**src/rtl/uart_rx.sv**
```systemverilog
// uart_rx: oversampling serial deframer (start/data/parity/stop) emitting one valid pulse per frame.
// Latency: valid one cycle after the last stop sample; no backpressure, the consumer must keep up.
module uart_rx #(
  parameter int DATA_WIDTH = 16
) (
  input  logic                  clk,
  input  logic                  rst,
  input  logic                  rx,
  input  logic [15:0]           clk_div,
  input  logic [4:0]            bits_per_word,
  input  logic                  parity_en,
  input  logic                  parity_evan_odd,
  input  logic                  two_stop_bit,
  output logic [DATA_WIDTH-1:0] data_out,
  output logic                  valid,
  output logic                  parity_err,
  output logic                  frame_err,
  output logic                  busy
);

  typedef enum logic [2:0] {IDLE, START, DATA, PARITY, STOP1, STOP2, DONE, BREAK} state_t;

  typedef struct packed {
    logic [15:0] div;
    logic [3:0]  bpw;
    logic        par_en;
    logic        par_odd;
    logic        two_stop;
  } cfg_t;

  state_t      state;
  cfg_t        cfg;
  logic        sync1, rxs;
  logic [15:0] cnt;
  logic [3:0]  idx;
  logic [15:0] shreg;
  logic        perr, ferr;
  logic        tick;
  logic [15:0] div_eff;
  logic [3:0]  bpw_eff;

  assign tick    = (cnt == 16'd1);
  assign div_eff = (clk_div < 16'd4) ? 16'd4 : clk_div;
  assign bpw_eff = (bits_per_word > 5'd15) ? 4'd15 : bits_per_word[3:0];

  always_ff @(posedge clk) begin
    if (rst) begin
      sync1      <= 1'b1;
      rxs        <= 1'b1;
      state      <= IDLE;
      cfg        <= '0;
      cnt        <= '0;
      idx        <= '0;
      shreg      <= '0;
      perr       <= 1'b0;
      ferr       <= 1'b0;
      data_out   <= '0;
      valid      <= 1'b0;
      parity_err <= 1'b0;
      frame_err  <= 1'b0;
      busy       <= 1'b0;
    end else begin
      sync1      <= rx;
      rxs        <= sync1;
      valid      <= 1'b0;
      parity_err <= 1'b0;
      frame_err  <= 1'b0;

      if (state inside {START, DATA, PARITY, STOP1, STOP2})
        cnt <= tick ? cfg.div : cnt - 16'd1;

      case (state)
        IDLE: begin
          if (!rxs) begin
            // Config is frozen for the whole frame; first sample lands mid start bit.
            state <= START;
            cfg   <= '{div: div_eff, bpw: bpw_eff, par_en: parity_en,
                       par_odd: parity_evan_odd, two_stop: two_stop_bit};
            cnt   <= div_eff >> 1;
            shreg <= '0;
            idx   <= '0;
            perr  <= 1'b0;
            ferr  <= 1'b0;
            busy  <= 1'b1;
          end
        end
        START: begin
          if (tick) begin
            if (rxs) begin
              state <= IDLE;
              busy  <= 1'b0;
            end else begin
              state <= DATA;
            end
          end
        end
        DATA: begin
          if (tick) begin
            shreg[idx] <= rxs;
            idx        <= idx + 4'd1;
            if (idx == cfg.bpw)
              state <= cfg.par_en ? PARITY : STOP1;
          end
        end
        PARITY: begin
          if (tick) begin
            perr  <= rxs ^ (^shreg) ^ cfg.par_odd;
            state <= STOP1;
          end
        end
        STOP1: begin
          if (tick) begin
            ferr <= ferr | ~rxs;
            if (cfg.two_stop) begin
              state <= STOP2;
            end else begin
              state      <= DONE;
              valid      <= 1'b1;
              data_out   <= DATA_WIDTH'(shreg);
              parity_err <= perr;
              frame_err  <= ferr | ~rxs;
            end
          end
        end
        STOP2: begin
          if (tick) begin
            ferr       <= ferr | ~rxs;
            state      <= DONE;
            valid      <= 1'b1;
            data_out   <= DATA_WIDTH'(shreg);
            parity_err <= perr;
            frame_err  <= ferr | ~rxs;
          end
        end
        DONE: begin
          // A low stop bit means the line may be held in break; wait for it to release.
          if (ferr) begin
            state <= BREAK;
          end else begin
            state <= IDLE;
            busy  <= 1'b0;
          end
        end
        BREAK: begin
          if (rxs) begin
            state <= IDLE;
            busy  <= 1'b0;
          end
        end
        default: begin
          state <= IDLE;
          busy  <= 1'b0;
        end
      endcase
    end
  end

endmodule

```
**config.mk**
```make
export PLATFORM = sky130hd
export DESIGN_NAME = uart_rx
export DESIGN_NICKNAME = d
export VERILOG_FILES = /design/src/rtl/uart_rx.sv
export SDC_FILE = /design/constraint.sdc
export NUM_CORES = 1
export LEC_CHECK = 0
export CORE_UTILIZATION = 61
export CTS_CLUSTER_SIZE = 30
export DETAILED_ROUTE_END_ITERATION = 8
export PLACE_DENSITY = 0.86
export SYNTH_ARGS = -nofsm -noshare
export SYNTH_HDL_FRONTEND = slang
export SYNTH_SLANG_ARGS = --single-unit
```
**constraint.sdc**
```tcl
create_clock -name clk -period 5.71 [get_ports clk]
set_clock_uncertainty 0.05 [all_clocks]
set_input_delay 1.4275 -clock clk [delete_from_list [all_inputs] [get_ports clk]]
set_output_delay 1.4275 -clock clk [all_outputs]
set_load 0.05 [all_outputs]
```
After elaboration in Yosys (flattened, before gate mapping)

Index checks and enable logic that the tools add are counted.

Register bits: 86
Output and inout bits: 20

Add/subtract/negate cells: 2
Order comparisons: 4
Equal/unequal tests: 20
Mux-type cells: 54
Bitwise operators: 4
Reductions and logical operators: 17

Operator list:

| operator              | count |
|---|---|
| $mux 16               | 10 |
| $pmux 16 s2           | 2 |
| $mux 3                | 10 |
| $pmux 3 s8            | 1 |
| $ne 2x2->1 const B    | 9 |
| $mux 1                | 17 |
| $bwmux 16             | 1 |
| $eq 16x1->1 const B   | 1 |
| $lt 16x3->1 const B   | 1 |
| $reduce_xor 16->1     | 1 |
| $sub 16x1->16 const B | 1 |
| $eq 3x3->1 const B    | 4 |
| $mux 4                | 3 |
| $pmux 1 s2            | 5 |
| $reduce_and 3->1      | 3 |
| $pmux 4 s2            | 1 |
| $reduce_and 4->1      | 2 |
| $reduce_and 8->1      | 1 |
| $reduce_bool 2->1     | 4 |
| $eq 3x2->1 const B    | 2 |
| $gt 5x4->1 const B    | 1 |
| $lt 4x5->1 const B    | 1 |
| $reduce_bool 5->1     | 1 |
| $add 4x1->4 const B   | 1 |
| 15 further kinds      | 18 |

Logic depth before layout (Yosys ltp)

Gate-level depths: netlist (run 1).

Depth in word-level cells: 7
Depth in mapped cells: 10
Depth with buffers taken out: 7

Least setup slack after synthesis (run 1)

Ideal clock, no wire load.

Path type: input to register
Start: input clk_div[13]
End: register cnt[1]
Setup time: 74 ps
Arrival time: 2491 ps
Slack: 3095 ps
Stages on the path: 5
Path buffers: 0
Path through: or4_1 > nor3_1 > a31oi_1 > a21o_1 > a31oi_1

Word-level cells in the longest chain between the ends: 4

RTL lines:

| element              | RTL line | text |
|---|---|---|
| start, declared      | 9        | `input logic [15:0] clk_div,` |
| $lt 16x3->1          | 43       | `assign div_eff = (clk_div < 16'd4) ? 16'd4 : clk_div;` |
| $mux 16              | 43       |  |
| $mux 16              | 74       | `if (!rxs) begin` |
| $mux 16              | 72       | `case (state)` |
| end signal, assigned | 70       | `cnt <= tick ? cfg.div : cnt - 16'd1;` |
| end signal, assigned | 79       | `cnt <= div_eff >> 1;` |
| end, declared        | 34       | `logic [15:0] cnt;` |

Every way passes these cells.
A chain may end at the register's enable or synchronous reset.

Final worst setup path (run 1)

Start: register busy
End: output busy

RTL lines:

| element                | RTL line | text |
|---|---|---|
| start, declared        | 18       | `output logic busy` |
| start signal, assigned | 61       | `busy <= 1'b0;` |
| start signal, assigned | 84       | `busy <= 1'b1;` |
| start signal, assigned | 91       | `busy <= 1'b0;` |

No word-level cell between the ends.

==> results of run 1 <==
==> worst max path at each step <==
stage,endpoint,from,slack [ns]
final,busy,busy$_SDFFE_PP0P_,2.68
after global routing,cnt[14]$_SDFF_PP0_,rst,2.59
after CTS,cnt[14]$_SDFF_PP0_,rst,2.37
after detailed placement,cnt[14]$_SDFF_PP0_,rst,2.02
after global placement,cnt[14]$_SDFF_PP0_,rst,2.17
after floorplan,cnt[1]$_SDFF_PP0_,clk_div[13],3.09
==> worst register-to-register path: cells and delay by family, from the launching register on <==
family | cells | cell delay (ns)
flip-flops | 1 | 0.49
AO/OA/AOI/OAI | 1 | 0.62
multiplexers | 1 | 0.17
AND/OR/NAND/NOR | 3 | 1.33
adder cells (fa/ha/maj) | 1 | 0.21
==> power groups by stage <==
stage                     Sequential [mW]  Clock (mW)  Combinational (mW)
final                               0.751       0.400               0.631
after global routing                0.761       0.428               0.690
after CTS                           0.748       0.401               0.620
after detailed placement            0.761           0               0.616
after global placement              0.758           0               0.596
after floorplan                     0.724           0               0.516
==> layout make-up <==
class	instances	area, sq um	area share, %
well taps	96	120	2.46
repair buffers	50	485	9.94
clock inverters	7	55.1	1.13
multi-input cells	368	2340	47.9
clock buffers	9	124	2.54
inverters	11	41.3	0.845
flip-flops and latches	86	1720	35.2
==> cells in the mapped netlist (all sizes together) (2+ instances only) <==
| master | n |
|---|---|
| a21oi | 44 |
| clkbuf | 22 |
| xnor3 | 2 |
| o41ai | 2 |
| a41oi | 3 |
| nand3 | 24 |
| nor3 | 22 |
| o32ai | 2 |
| a21o | 5 |
| xor2 | 4 |
| nand2 | 72 |
| or3 | 2 |
| a22o | 2 |
| and2 | 6 |
| o21a | 4 |
| a31o | 2 |
| o22ai | 4 |
| a2bb2oi | 4 |
| nor2 | 38 |
| nor2b | 5 |
| or2 | 2 |
| a31oi | 6 |
| o221ai | 4 |
| nand4 | 10 |
| dfxtp | 86 |
| nor4 | 9 |
| mux2i | 33 |
| xnor2 | 13 |
| buf | 13 |
| o211ai | 4 |
| and3 | 2 |
| ha | 6 |
| inv | 11 |
| o21ai | 11 |
| nor3b | 2 |
==> per-stage QoR <==
stage          area (sq um)  worst slack [ns]
4_1_cts                4880              2.37
2_1_floorplan          4270              3.09
6_report               4890              2.68
3_3_place_gp           4700              2.17
3_5_place_dp           4700              2.02
5_1_grt                4890              2.59
==> per-layer routing <==
layer / up-vias / part of all wire (%) / global-route usage [%]
met1: 1740 / 45 / 36.2
li1: 1847 / - / -
met3: 17 / 4.7 / 4.04
met4: 0 / 1.9 / 12.0
met2: 134 / 48 / 45.8
met5: - / 0 / 0
==> sequential cells by signal (all words and copies together) (netlist names) <==
register    cells
busy            1
parity_err      1
sync1           1
state           3
valid           1
data_out       16
shreg          16
cnt            16
ferr            1
idx             4
cfg            23
frame_err       1
perr            1
rxs             1
==> logic make-up after synthesis <==
family	share of synthesized area, %
AO/OA/AOI/OAI	17.2
buffers and inverters	5.27
AND/OR/NAND/NOR	23.2
flip-flops	40.3
XOR/XNOR	4.54
adder cells (fa/ha/maj)	1.76
multiplexers	7.73
==> impl_metrics.env, run 1 <==
export IMPL_power_sequential_fraction_pct=42.2
export IMPL_cellPowerDensity_mw_per_mm2=365
export IMPL_synthesis_nets=533
export IMPL_peakVddDrop_uv=260
export IMPL_clock_tree_buffer_depth=2
export IMPL_global_route_overflow_total=0
export IMPL_die_height_microns=85.7
export IMPL_period_needed_ns=3.03
export IMPL_avgRoutedWirePerCell_microns=15.4
export IMPL_power_frac_comb_pct=35.4
export IMPL_max_stage_delay_ns=0.82
export IMPL_timing_slew_headroom_pct=44.9
export IMPL_path_buf_inv=1
export IMPL_wire_length_of_the_first_global_routing_pass_microns=16200
export IMPL_result_of_the_run="finished clean"
export IMPL_worstSetupStartpointType="register"
export IMPL_hold_worst_slack_ns=0.368
export IMPL_first_global_vias=3450
export IMPL_clock_root_buffer="sky130_fd_sc_hd__clkbuf_8"
export IMPL_cell_row_count=30
export IMPL_tightestPinTransition_ns=0.824
export IMPL_worst_hold_path_num_cells=1
export IMPL_dominantRegCellSynth="sky130_fd_sc_hd__dfxtp_1"
export IMPL_postSynth_asyncResetShare_pct=0
export IMPL_tritoncts_num_buffers=9
export IMPL_design_power_total_mw=1.78
export IMPL_io_buffer_count=46
export IMPL_area_growth_synth_to_final_pct=14.3
export IMPL_cpLargestDelayFamily="buffers and inverters"
export IMPL_slack_of_the_worst_reg_to_reg_path_ns=2.69
export IMPL_nets=559
export IMPL_setup_worst_path_end_class="output pin"
export IMPL_cts_htree_levels=3
export IMPL_max_clock_freq_mhz=330
export IMPL_max_cap_violations=0
export IMPL_cpMaxStageDelayCell="sky130_fd_sc_hd__clkdlybuf4s50_1"
export IMPL_synth_lib_cells_used_distinct=65
export IMPL_rr_endpoint="shreg[11]$_SDFFE_PP0P_"
export IMPL_boundaryPins=47
export IMPL_timing_setup_critical_path_class="register to output pin"
export IMPL_antenna_violations_before_repair=0
export IMPL_layout_cells_most_common_list="86 x sky130_fd_sc_hd__dfxtp_1, 72 x sky130_fd_sc_hd__nand2_1, 45 x sky130_fd_sc_hd__clkdlybuf4s50_1"
export IMPL_net_switching_fraction_of_the_power_pct=39.7
export IMPL_power_frac_clock_pct=22.4
export IMPL_postSynthCellCount=500
export IMPL_timing_hold_worst_endpoint="rxs$_SDFF_PP1_"
export IMPL_detail_route_drc_violations=0
export IMPL_dp_final_hpwl_microns=6610
export IMPL_cts_clk_slew_worst_paths_ns=0.09
export IMPL_fill_cells=531
export IMPL_layoutNonFillerInstCount=627
export IMPL_detailroute_via_count=3738
export IMPL_static_leakage_power_nw=1.78
export IMPL_worst_ep_arrival_time_ns=1.55
export IMPL_drt_pass1_iter_count=6
export IMPL_initial_utilization_pct=62.9
export IMPL_critPathMaxFanout=4
export IMPL_portion_of_the_clock_cycle_consumed_by_the_worst_path_in_the_final_layout_pct=53.1
export IMPL_post_synth_instance_area_sq_mm=0.00427
export IMPL_die_width_microns=85.7
export IMPL_finalWirelength_microns=9690
export IMPL_timing_final_setup_violations=0
export IMPL_drt_first_iter_violations=312
export IMPL_tritoncts="built"
export IMPL_synth_area_leader_cell="sky130_fd_sc_hd__dfxtp_1"
export IMPL_report_final_slew_viol_count=0
export IMPL_place_gp_congestion=0.832
export IMPL_synth_seq_cells=86
export IMPL_hold_path_startpoint="sync1$_SDFF_PP1_"
export IMPL_grt_start_max_net_pins=43
export IMPL_setup_tns_final_ns=0
export IMPL_worstHoldPathType="register to register"
export IMPL_net_switching_power_uw=708
export IMPL_cts_repair_resize_count=0
export IMPL_fp_coreArea_sq_mm=0.00679
export IMPL_final_common_cell="sky130_fd_sc_hd__dfxtp_1"
export IMPL_floorplan_die_area_sq_mm=0.00735
export IMPL_worst_path_required_ns=4.23
export IMPL_yosys_top_cells_area="sky130_fd_sc_hd__dfxtp_1 40%, sky130_fd_sc_hd__mux2i_1 7.7%, sky130_fd_sc_hd__nand2_1 6.3%"
export IMPL_syn_area_per_cell_sq_um=8.55
export IMPL_yosysTopAreaCellShare_pct=40.3
export IMPL_post_route_util_pct=71.9
export IMPL_p_int_mw=1.07
export IMPL_post_route_cells_drive_above_1_share_pct=6.97
export IMPL_hold_buffers=0
export IMPL_postCtsSetupBuffers=0
export IMPL_ant_nets=0
export IMPL_clock_sink_count=86
export IMPL_yosysWarnings=0
export IMPL_gr_usage_all_layers_pct=27.7
export IMPL_rr_worst_depth=6
export IMPL_placed_cells=611
export IMPL_finalHoldViolations=0
export IMPL_critical_path_cell_count=1
export IMPL_origin_of_the_critical_flop_to_flop_path="cnt[0]$_SDFF_PP0_"
export IMPL_worstPathCellList="clkdlybuf4s50_1"
export IMPL_synth_enable_flop_cells=0
export IMPL_rsz0062_at_grt="false"
export IMPL_drt_vias_per_instance=5.96
export IMPL_synth_yosys_seq_area_share_pct=40.3
export IMPL_antenna_diode_count=0
export IMPL_insertion_delay_ns=0.37
No activity file was read; power rests on OpenSTA's default activity.
==> run 2, diff against run 1 <==
- CORE_UTILIZATION: 61 -> 56
- PLACE_DENSITY: 0.86 -> 0.8
- clock period: 5.71 -> 3 ns (I/O delays scaled with it)
==> impl_metrics.env, run 2 (same netlist as run 1, synthesis figures left out) <==
export IMPL_hold_buffers=0
export IMPL_tightestPinTransition_ns=0.818
export IMPL_detail_route_drc_violations=0
export IMPL_final_design_area_no_fill_sq_mm=0.00491
export IMPL_cell_row_count=31
export IMPL_worstHoldPathType="register to register"
export IMPL_post_route_cells_drive_above_1_share_pct=7.48
export IMPL_worstSetupStartpointType="register"
export IMPL_sequential_area_sq_mm=0.00172
export IMPL_ant_nets=0
export IMPL_global_route_overflow_total=0
export IMPL_static_leakage_power_nw=1.79
export IMPL_place_area_sq_mm=0.00474
export IMPL_grt_start_max_net_pins=40
export IMPL_timing_setup_critical_path_class="register to register"
export IMPL_net_switching_fraction_of_the_power_pct=39.2
export IMPL_fill_cells=594
export IMPL_drt_pass1_iter_count=7
export IMPL_result_of_the_run="finished clean"
export IMPL_worst_ep_arrival_time_ns=2.63
export IMPL_postCtsSetupBuffers=0
export IMPL_peakVddDrop_uv=372
export IMPL_cts_htree_levels=3
export IMPL_worst_path_required_ns=3.21
export IMPL_antenna_violations_before_repair=0
export IMPL_area_of_the_multi_input_gates_sq_mm=0.00234
export IMPL_area_growth_synth_to_final_pct=14.9
export IMPL_gr_usage_all_layers_pct=26.4
export IMPL_dp_final_hpwl_microns=6760
export IMPL_floorplan_die_area_sq_mm=0.00799
export IMPL_antenna_diode_count=0
export IMPL_nets=563
export IMPL_first_global_vias=3508
export IMPL_timing_slew_headroom_pct=45.5
export IMPL_power_frac_comb_pct=35.7
export IMPL_finalHoldViolations=0
export IMPL_period_needed_ns=2.42
export IMPL_drt_first_iter_violations=182
export IMPL_cts_clk_slew_worst_paths_ns=0.09
export IMPL_drt_vias_per_instance=5.95
export IMPL_clock_tree_buffer_depth=2
export IMPL_detailroute_via_count=3772
export IMPL_fp_coreArea_sq_mm=0.00733
export IMPL_power_sequential_fraction_pct=42.5
export IMPL_die_height_microns=89.4
export IMPL_max_cap_violations=0
export IMPL_clock_sink_count=86
export IMPL_report_final_slew_viol_count=0
export IMPL_setup_tns_final_ns=0
export IMPL_setup_worst_path_end_class="register"
export IMPL_avgRoutedWirePerCell_microns=15.1
export IMPL_portion_of_the_clock_cycle_consumed_by_the_worst_path_in_the_final_layout_pct=80.6
export IMPL_die_width_microns=89.4
export IMPL_net_switching_power_mw=1.32
export IMPL_power_frac_clock_pct=21.8
export IMPL_regMostFlops="cfg"
export IMPL_rsz0062_at_grt="false"
export IMPL_layout_cells_most_common_list="86 x sky130_fd_sc_hd__dfxtp_1, 72 x sky130_fd_sc_hd__nand2_1, 45 x sky130_fd_sc_hd__clkdlybuf4s50_1"
export IMPL_wire_length_of_the_first_global_routing_pass_microns=16300
export IMPL_insertion_delay_ns=0.37
export IMPL_critPathMaxFanout=18
export IMPL_final_common_cell="sky130_fd_sc_hd__dfxtp_1"
export IMPL_timing_final_setup_violations=0
export IMPL_io_buffer_count=46
export IMPL_tritoncts="built"
export IMPL_tritoncts_num_buffers=9
export IMPL_finalWirelength_microns=9580
export IMPL_largest_register_ff_count=23
export IMPL_place_gp_congestion=0.882
export IMPL_cts_repair_resize_count=0
export IMPL_p_int_mw=2.04
export IMPL_boundaryPins=47
export IMPL_clock_root_buffer="sky130_fd_sc_hd__clkbuf_8"
export IMPL_cellPowerDensity_mw_per_mm2=685
export IMPL_initial_utilization_pct=58.3
export IMPL_max_clock_freq_mhz=413
run 2: final timing paths:
| check | start | end | slack, ns | cells past startpoint |
|---|---|---|---|---|
| min reg2reg | sync1$_SDFF_PP1_ | rxs$_SDFF_PP1_ | 0.37 | 1 |
| max | cnt[0]$_SDFF_PP0_ | cnt[13]$_SDFF_PP0_ | 0.58 | 7 |
| min | sync1$_SDFF_PP1_ | rxs$_SDFF_PP1_ | 0.37 | 1 |
| max reg2reg | cnt[0]$_SDFF_PP0_ | cnt[13]$_SDFF_PP0_ | 0.58 | 7 |
run 2: metrics by stage:
| stage | util (%) | total power, mW | cells | hold slack [ns] | setup WS [ns] |
|---|---|---|---|---|---|
| floorplan | - | 2.36 | 500 | 0.339 | 0.924 |
| global placement | 64.6 | 2.60 | 618 | 0.343 | 0.525 |
| detailed placement | 64.6 | 2.63 | 618 | 0.349 | 0.497 |
| CTS | 67.0 | 3.36 | 634 | 0.369 | 0.590 |
| global route | 67.0 | 3.59 | 634 | 0.382 | 0.416 |
| finish | 67.0 | 3.36 | 634 | 0.371 | 0.581 |
run 2: worst max-delay path: stages (launching register included):
cell                        delay [ns]
sky130_fd_sc_hd__dfxtp_1          0.47
sky130_fd_sc_hd__ha_1             0.20
sky130_fd_sc_hd__nor4b_4          0.38
sky130_fd_sc_hd__nand4_2          0.35
sky130_fd_sc_hd__buf_4            0.33
sky130_fd_sc_hd__o22ai_1          0.18
sky130_fd_sc_hd__a2bb2oi_1        0.09
sky130_fd_sc_hd__a22o_1           0.26
run 2: final cells by class:
cell class / instances / area share, %
Tap cell: 99 / 2.52
Multi-Input combinational cell: 368 / 47.6
Inverter: 11 / 0.841
Clock inverter: 7 / 1.02
Sequential cell: 86 / 35.0
Clock buffer: 9 / 2.52
Timing Repair Buffer: 54 / 10.5
run 2: per-layer routing:
metal	GRT usage, %	wire length [microns]
met5	0	0
met4	9.67	161
met3	4.71	467
met2	45.7	4780
met1	32.9	4170
run 2: power groups by stage:
stage          Sequential, mW  Clock [mW]  Combinational (mW)
5_1_grt                  1.45       0.803                1.34
3_3_place_gp             1.44           0                1.16
4_1_cts                  1.42       0.748                1.19
3_5_place_dp             1.45           0                1.18
2_1_floorplan            1.38           0               0.983
6_report                 1.43       0.732                1.20
==> run 3, diff against run 2 <==
- clock period: 3 -> 2.3 ns (I/O delays scaled with it)
==> impl_metrics.env, run 3 (same netlist as run 1, synthesis figures left out) <==
export IMPL_max_stage_delay_ns=0.82
export IMPL_largest_register_ff_count=23
export IMPL_detail_route_drc_violations=0
export IMPL_timing_slew_headroom_pct=56.9
export IMPL_tritoncts="built"
export IMPL_finalWirelength_microns=10200
export IMPL_peakVddDrop_uv=543
export IMPL_global_route_overflow_total=0
export IMPL_post_route_cells_drive_above_1_share_pct=10.5
export IMPL_fin_ws_ns=0.115
export IMPL_antenna_diode_count=0
export IMPL_worst_ep_arrival_time_ns=1.56
export IMPL_cellPowerDensity_mw_per_mm2=962
export IMPL_clock_sink_count=86
export IMPL_hold_buffers=0
export IMPL_portion_of_the_clock_cycle_consumed_by_the_worst_path_in_the_final_layout_pct=95.0
export IMPL_wire_length_of_the_first_global_routing_pass_microns=17400
export IMPL_critPathMaxFanout=4
export IMPL_initial_utilization_pct=58.3
export IMPL_boundaryPins=47
export IMPL_drt_first_iter_violations=302
export IMPL_insertion_delay_ns=0.38
export IMPL_dp_final_hpwl_microns=7160
export IMPL_clock_root_buffer="sky130_fd_sc_hd__clkbuf_8"
export IMPL_layout_cells_most_common_list="86 x sky130_fd_sc_hd__dfxtp_1, 72 x sky130_fd_sc_hd__nand2_1, 45 x sky130_fd_sc_hd__clkdlybuf4s50_1"
export IMPL_tritoncts_num_buffers=9
export IMPL_drt_pass1_iter_count=5
export IMPL_ant_nets=0
export IMPL_die_height_microns=89.4
export IMPL_finalHoldViolations=0
export IMPL_drt_vias_per_instance=5.91
export IMPL_timing_setup_critical_path_class="register to output pin"
export IMPL_cts_htree_levels=3
export IMPL_clock_tree_buffer_depth=2
export IMPL_worst_path_required_ns=1.67
export IMPL_postCtsSetupBuffers=0
export IMPL_grt_start_max_net_pins=44
export IMPL_tightestPinTransition_ns=0.638
export IMPL_fp_coreArea_sq_mm=0.00733
export IMPL_cpMaxStageDelayCell="sky130_fd_sc_hd__clkdlybuf4s50_1"
export IMPL_cpLargestDelayFamily="buffers and inverters"
export IMPL_place_worst_setup_slack_ns=-0.0537
export IMPL_max_clock_freq_mhz=458
export IMPL_worstHoldPathType="register to register"
export IMPL_detailroute_via_count=3852
export IMPL_area_growth_synth_to_final_pct=19.9
export IMPL_post_route_util_pct=69.9
export IMPL_place_gp_congestion=0.945
export IMPL_regMostFlops="cfg"
export IMPL_cts_clk_slew_worst_paths_ns=0.09
export IMPL_report_final_slew_viol_count=0
export IMPL_rsz0062_at_grt="false"
export IMPL_gr_usage_all_layers_pct=28.5
export IMPL_io_buffer_count=46
export IMPL_final_common_cell="sky130_fd_sc_hd__dfxtp_1"
export IMPL_first_global_vias=3672
export IMPL_cts_repair_resize_count=0
export IMPL_die_width_microns=89.4
export IMPL_timing_final_setup_violations=0
export IMPL_avgRoutedWirePerCell_microns=15.6
export IMPL_antenna_violations_before_repair=0
export IMPL_floorplan_die_area_sq_mm=0.00799
export IMPL_period_needed_ns=2.19
export IMPL_cell_row_count=31
export IMPL_static_leakage_power_nw=1.93
export IMPL_max_cap_violations=0
export IMPL_setup_worst_path_end_class="output pin"
export IMPL_worstPathCellList="clkdlybuf4s50_1"
export IMPL_nets=581
export IMPL_result_of_the_run="finished clean"
export IMPL_worstSetupStartpointType="register"
export IMPL_path_buf_inv=1
[run 3: cell types whose count changed in the layout (fill, tap and decap cells not counted)]
cell / delta
sky130_fd_sc_hd__inv_8: +1
sky130_fd_sc_hd__clkinv_2: -2
sky130_fd_sc_hd__clkinvlp_4: -3
sky130_fd_sc_hd__inv_6: +1
sky130_fd_sc_hd__bufinv_16: +3
sky130_fd_sc_hd__buf_4: +18
[run 3: worst paths after layout]
kind	to	startpoint	cells after the start	slack, ns
max	busy	busy$_SDFFE_PP0P_	1	0.11
min	rxs$_SDFF_PP1_	sync1$_SDFF_PP1_	1	0.38
max reg2reg	data_out[2]$_SDFFE_PP0P_	cnt[1]$_SDFF_PP0_	7	0.19
min reg2reg	rxs$_SDFF_PP1_	sync1$_SDFF_PP1_	1	0.38
[run 3: stage by stage]
stage | instances | total power [mW] | cell area (sq um) | setup TNS [ns] | hold slack, ns
finish | 652 | 4.93 | 5120 | 0 | 0.383
global route | 652 | 5.21 | 5120 | 0 | 0.412
CTS | 652 | 4.91 | 5120 | 0 | 0.381
detailed placement | 636 | 3.59 | 4870 | -0.0537 | 0.351
global placement | 636 | 3.54 | 4870 | -0.00902 | 0.351
floorplan | 500 | 3.08 | 4270 | 0 | 0.339
[run 3: final cells by class]
class / count / area (sq um)
clock buffers: 9 / 124
clock inverters: 7 / 128
fillers: 596 / 2210
inverters: 11 / 41.3
multi-input cells: 368 / 2340
flip-flops and latches: 86 / 1720
well taps: 99 / 124
repair buffers: 72 / 651
[run 3: where the power goes]
group          internal [mW]  switching, mW  total [mW]  leakage (nW)
combinational          0.760           1.02        1.78          1.10
clock                  0.738          0.600        1.34         0.126
sequential              1.63          0.180        1.81         0.697
total                   3.13           1.80        4.93          1.93
[run 3: metal layers]
| metal | track usage [%] | up-vias | part of all wire (%) |
|---|---|---|---|
| met5 | 0 | - | 0 |
| met4 | 10.2 | 0 | 1.7 |
| met3 | 5.17 | 20 | 5.4 |
| met2 | 50.0 | 142 | 50 |
| met1 | 34.9 | 1800 | 43 |
| li1 | - | 1890 | - |
